===== src/rtl/midi_writer.sv =====
// MIDI channel-message transmitter: frames status/data bytes (with optional running
// status) and shifts them out as 8N1 UART on tx_out.
module midi_writer #(
    parameter int CLK_HZ         = 100_000_000,
    parameter int BAUD           = 31_250,
    parameter bit RUNNING_STATUS = 1'b1
) (
    input  logic       clk_in,
    input  logic       rst_in,
    input  logic [3:0] status_in,
    input  logic [3:0] channel_in,
    input  logic [7:0] data_byte1_in,
    input  logic [7:0] data_byte2_in,
    input  logic       valid_in,
    output logic       ready_out,
    output logic       tx_out,
    output logic       done_out,
    output logic       error_out
);

    localparam int BAUD_DIV = CLK_HZ / BAUD;
    localparam int CW       = (BAUD_DIV > 1) ? $clog2(BAUD_DIV) : 1;

    typedef enum logic [1:0] {IDLE, START, DATA, STOP} state_t;

    state_t          state_q, state_d;
    logic [CW-1:0]   baud_q, baud_d;
    logic [2:0]      bit_q, bit_d;
    logic [1:0]      byte_q, byte_d;
    logic [1:0]      last_idx_q, last_idx_d;
    logic [2:0][7:0] buf_q, buf_d;
    logic [7:0]      last_status_q, last_status_d;
    logic            last_valid_q, last_valid_d;
    logic            tx_q, tx_d;
    logic            done_q, done_d;
    logic            error_q, error_d;

    logic [7:0]      status_byte;
    logic [7:0]      d1_masked;
    logic [7:0]      d2_masked;
    logic            skip_status;
    logic            two_data;
    logic            baud_wrap;

    always_comb begin
        state_d       = state_q;
        baud_d        = baud_q;
        bit_d         = bit_q;
        byte_d        = byte_q;
        last_idx_d    = last_idx_q;
        buf_d         = buf_q;
        last_status_d = last_status_q;
        last_valid_d  = last_valid_q;
        done_d        = 1'b0;
        error_d       = 1'b0;
        tx_d          = 1'b1;

        status_byte = {status_in, channel_in};
        d1_masked   = data_byte1_in & 8'h7F;
        d2_masked   = data_byte2_in & 8'h7F;
        skip_status = RUNNING_STATUS && last_valid_q && (last_status_q == status_byte);
        two_data    = (status_in != 4'hC) && (status_in != 4'hD);
        baud_wrap   = (baud_q == CW'(BAUD_DIV - 1));

        case (state_q)
            IDLE: begin
                if (valid_in) begin
                    if (status_in < 4'h8 || status_in == 4'hF) begin
                        error_d = 1'b1;
                    end else begin
                        // Message bytes are packed from slot 0 so the shifter never needs to know about skipping.
                        if (skip_status) begin
                            buf_d[0]   = d1_masked;
                            buf_d[1]   = d2_masked;
                            buf_d[2]   = 8'h00;
                            last_idx_d = two_data ? 2'd1 : 2'd0;
                        end else begin
                            buf_d[0]   = status_byte;
                            buf_d[1]   = d1_masked;
                            buf_d[2]   = d2_masked;
                            last_idx_d = two_data ? 2'd2 : 2'd1;
                        end
                        last_status_d = status_byte;
                        last_valid_d  = 1'b1;
                        state_d       = START;
                        baud_d        = '0;
                        bit_d         = '0;
                        byte_d        = '0;
                    end
                end
            end
            START: begin
                baud_d = baud_q + CW'(1);
                if (baud_wrap) begin
                    baud_d  = '0;
                    bit_d   = '0;
                    state_d = DATA;
                end
            end
            DATA: begin
                baud_d = baud_q + CW'(1);
                if (baud_wrap) begin
                    baud_d = '0;
                    if (bit_q == 3'd7) begin
                        state_d = STOP;
                    end else begin
                        bit_d = bit_q + 3'd1;
                    end
                end
            end
            STOP: begin
                baud_d = baud_q + CW'(1);
                if (baud_wrap) begin
                    baud_d = '0;
                    if (byte_q == last_idx_q) begin
                        state_d = IDLE;
                        byte_d  = '0;
                        done_d  = 1'b1;
                    end else begin
                        byte_d  = byte_q + 2'd1;
                        state_d = START;
                    end
                end
            end
            default: state_d = IDLE;
        endcase

        // The line level is registered from the next state so tx_out never glitches.
        case (state_d)
            START:   tx_d = 1'b0;
            DATA:    tx_d = buf_d[byte_d][bit_d];
            default: tx_d = 1'b1;
        endcase
    end

    always_ff @(posedge clk_in or negedge rst_in) begin
        if (!rst_in) begin
            state_q       <= IDLE;
            baud_q        <= '0;
            bit_q         <= '0;
            byte_q        <= '0;
            last_idx_q    <= '0;
            buf_q         <= '0;
            last_status_q <= '0;
            last_valid_q  <= 1'b0;
            tx_q          <= 1'b1;
            done_q        <= 1'b0;
            error_q       <= 1'b0;
        end else begin
            state_q       <= state_d;
            baud_q        <= baud_d;
            bit_q         <= bit_d;
            byte_q        <= byte_d;
            last_idx_q    <= last_idx_d;
            buf_q         <= buf_d;
            last_status_q <= last_status_d;
            last_valid_q  <= last_valid_d;
            tx_q          <= tx_d;
            done_q        <= done_d;
            error_q       <= error_d;
        end
    end

    assign ready_out = (state_q == IDLE);
    assign tx_out    = tx_q;
    assign done_out  = done_q;
    assign error_out = error_q;

endmodule

===== config.mk =====
export PLATFORM = sky130hd
export DESIGN_NAME = midi_writer
export DESIGN_NICKNAME = d
export VERILOG_FILES = /design/src/rtl/midi_writer.sv
export SDC_FILE = /design/constraint.sdc
export NUM_CORES = 1
export LEC_CHECK = 0
export ABC_AREA = 0
export CAP_MARGIN = 20
export CORE_AREA = 2 2 66 131
export DETAILED_ROUTE_END_ITERATION = 7
export DIE_AREA = 0 0 68 133
export HOLD_SLACK_MARGIN = 0.02
export PLACE_DENSITY = 0.67
export SYNTH_ARGS = -nofsm -noshare
export SYNTH_HDL_FRONTEND = slang
export SYNTH_SLANG_ARGS = --single-unit

===== constraint.sdc =====
create_clock -name clk_in -period 2.9 [get_ports clk_in]
set_clock_uncertainty 0.2 [all_clocks]
set_input_delay 0.435 -clock clk_in [delete_from_list [all_inputs] [get_ports clk_in]]
set_output_delay 0.435 -clock clk_in [all_outputs]
set_load 0.1 [all_outputs]

==> summary.md <==
| Metric | Value |
|---|---|
| Status | `finished clean` |
| Die Footprint | `9040 um2` |
| Ant diodes | `0` |
| Max Slew Vio Count | `0` |
| Cells on worst reg2reg path | `10` |
| Cts bufs inserted | `9` |
| First-pass GRT wire length | `around 14000 um` |
| Iter 0 DRT Violations | `152` |
| Detailed-route via count | `a little under 3000` |
| Flop and latch count out of synthesis | `57` |
| Maximum level of the CTS H-tree | `3` |
| CP startpoint kind | `register` |
| Dpl hpwl | `approximately 6200 um` |
| Die X | `68 um` |
| CP Capture Point | `tx_out` |
| Slew headroom | `0.622` |
| Initial Util | `0.390` |
| GRT overflow | `0` |
| Power Density | `about 460 nW/um2` |
| Maximum VDD drop | `approximately 440 uV` |
| Filler cells | `724` |
| Largest cells by area after synthesis | `dfrtp_1, nand2_1, nor2_1` |
| Final core occ | `0.565` |
| Unrepaired setup endpoints after global routing | `true` |
| Drt drc | `0` |
| Final Power | `~2.1 mW` |
| Mapped cell area | `3170 um2` |
| Worst Setup SP | `baud_q[8]` |
| Net count after synthesis | `about 390` |
| Core Box Area | `8120 um2` |
| R2R Path End | `tx_out` |
| Reg2Reg Setup Slack | `50 ps` |
| Routed vias/inst | `5.21` |
| Required time of the worst setup path | `2960 ps` |
| CP Class | `register to register` |
| GR peak layer | `met2` |
| Simple-gate portion of the synthesized area | `0.222` |
| Post-Synthesis Cells | `352` |
| I/O Pins | `31` |
| Fin crit share | `0.981` |
| # setup viols final | `0` |
| Layout area overhead | `44.8%` |
| Max Freq | `351 MHz` |
| Share of layout cells above drive strength 1 | `0.321` |
| Worst skew pair latency | `340 ps` |
| Post-synth EDFFs | `0` |
| Met2 usage | `0.331` |
| IO buf count | `28` |
| Worst Path Max Fanout | `3` |
| Final std cells w/o fill | `~560` |
| Count leader, synth | `nand2_1` |
| Total track usage | `0.208` |
| Top cells by count, synth | `nand2_1, dfrtp_1, nor2_1, a31oi_1, a21oi_1` |
| Hold crit path type | `input pin to register` |
| XOR/XNOR Fraction of Synth Area | `0.0498` |
| Worst hold path depth | `3` |
| Sequential element share of the synthesized area | `0.451` |
| Ys async rst share | `1.00` |
| Hold Fails Final Rpt | `0` |
| Vias in the first global route | `2893` |
| Leak | `2.17 nW` |
| Avg Cell Area, Syn | `9.00 um2` |
| Row cnt | `between 40 and 50` |
| Wire per inst | `15.3 um` |
| Met3 usage | `0.0451` |
| Yosys top cell by area | `dfrtp_1` |
| Top_reg_cell synth | `dfrtp_1` |
| CP arrival | `2900 ps` |
| Antenna violations before repair | `0` |
| Proportion of synthesized area in mux cells | `0.0490` |
| Layout Nets | `492` |
| Post-synthesis adder-cell area fraction | `0.0316` |
| CTS tree | `built` |
| Yosys cell types | `50` |
| Synth warn | `0` |
| Post-route ant nets | `0` |
| Fin area | `4590 um2` |
| Largest net degree at the start of global routing | `22` |
| Combinational family with the most area after synthesis | `simple AND/OR/NAND/NOR gates` |
| Routability cong. | `between 0.8 and 0.9` |
| Post-Route WL | `8530 um` |
| Area share of the largest cell type after synthesis | `0.442` |
| Setup crit end kind | `register` |
| Max Cap Viol | `0` |
| Largest buffer count on any clock path | `2` |
| 1st-pass router iterations | `5` |
| Tightest Pin Transition | `562 ps` |
| Dpl cell area | `between 4000 and 5000 um2` |
| RR Startpoint | `baud_q[8]` |
| Root buffer cell | `clkbuf_16` |
| Clk slew on worst S/H paths | `roughly 50 ps` |
| Grt met1 use | `0.275` |
| Die Y | `about 130 um` |
| Clock sink count | `57` |
| Complex-gate fraction of the synthesized area | `0.155` |
| Inst Count DP | `538` |
| Tmin final | `2850 ps` |
## sequential cells by signal, indices dropped and copies added (netlist names)
signal and flops:
baud_q 12, bit_q 3, buf_q 24, byte_q 2, done_out 1, error_out 1
last_idx_q 2, last_status_q 8, last_valid_q 1, state_q 2, tx_out 1
## stage by stage
step	setup TNS, ps	hold WS, ps	worst slack [ps]
5_1_grt	-101	272	-101
3_5_place_dp	-375	195	-375
4_1_cts	0	271	10.2
6_report	0	264	54.4
2_1_floorplan	0	-60.6	0.314
3_3_place_gp	-338	187	-338
## worst max-delay path, stage by stage, from the launching register on
cell	delay (ps)
dfrtp_1	400
nor4b_4	300
and4_4	290
o2111ai_4	120
a22oi_2	220
buf_6	150
mux2_4	300
a221oi_2	240
nand2_1	80
a211o_1	260
a22o_1	210
## placed cells by master, fill, tap and decap left out, types with 3 or more instances in the layout
cell type / netlist / layout
buf_4: 2 / 83
nand2_1: 65 / 65
dfrtp_1: 56 / 56
nor2_1: 40 / 38
clkdlybuf4s50_1: 0 / 19
a31oi_1: 15 / 14
a21oi_1: 13 / 13
o21ai_0: 12 / 11
nand3_1: 12 / 11
o31ai_1: 10 / 9
clkbuf_16: 0 / 9
nand4_1: 8 / 8
mux2i_1: 11 / 8
xor2_1: 7 / 7
inv_2: 3 / 6
inv_1: 9 / 6
xnor2_1: 11 / 6
and3_1: 6 / 5
xnor2_2: 0 / 5
ha_1: 8 / 5
buf_6: 1 / 5
and4_4: 1 / 3
nor3_2: 1 / 3
o21ai_1: 2 / 3
mux2i_2: 0 / 3
clkinv_2: 0 / 3
## report_power, final
group / internal [mW] / switching [mW]
Combinational: 0.124 / 0.114
Clock: 0.654 / 0.353
Sequential: 0.840 / 0.0252
## worst min path at each step
stage	slack, ps	from	endpoint
after detailed placement	190	rst_in	baud_q[10]
after global routing	270	buf_q[18]	buf_q[18]
after floorplan	-60	rst_in	baud_q[0]
after CTS	270	buf_q[18]	buf_q[18]
after global placement	190	rst_in	baud_q[9]
final	260	status_in[2]	last_status_q[6]
## per-layer routing
layer | wire length (um) | share of wire
met5 | 0 | 0
met4 | 156 | 0.018
met3 | 297 | 0.035
met2 | 4440 | 0.52
met1 | 3630 | 0.43
## what timing repair did
item                                    4_1_cts  5_1_grt
resized for setup                            19       26
pin swaps                                     6       15
endpoints found under the setup margin        1        1
hold buffers                                  1        0
hold endpoints to repair                     15        0
buffers inserted                              2        3
## cell type report
class                   instances  area [um2]  area share
clock buffers                  11         233      0.0507
clock inverters                 4        45.0     0.00982
multi-input cells             264        1790       0.390
well taps                      98         123      0.0267
flip-flops and latches         57        1430       0.311
repair buffers                113         927       0.202
inverters                      12        45.0     0.00982
## kinds of logic after synthesis
kind of cell	Yosys count
AOI/OAI and AO/OA	72
xor gates and xnor gates	18
adders and majority gates	8
buffers and inverters	31
DFF	57
muxes	14
and+or+nand+nor	152
Power figures use the tool's default switching activity.
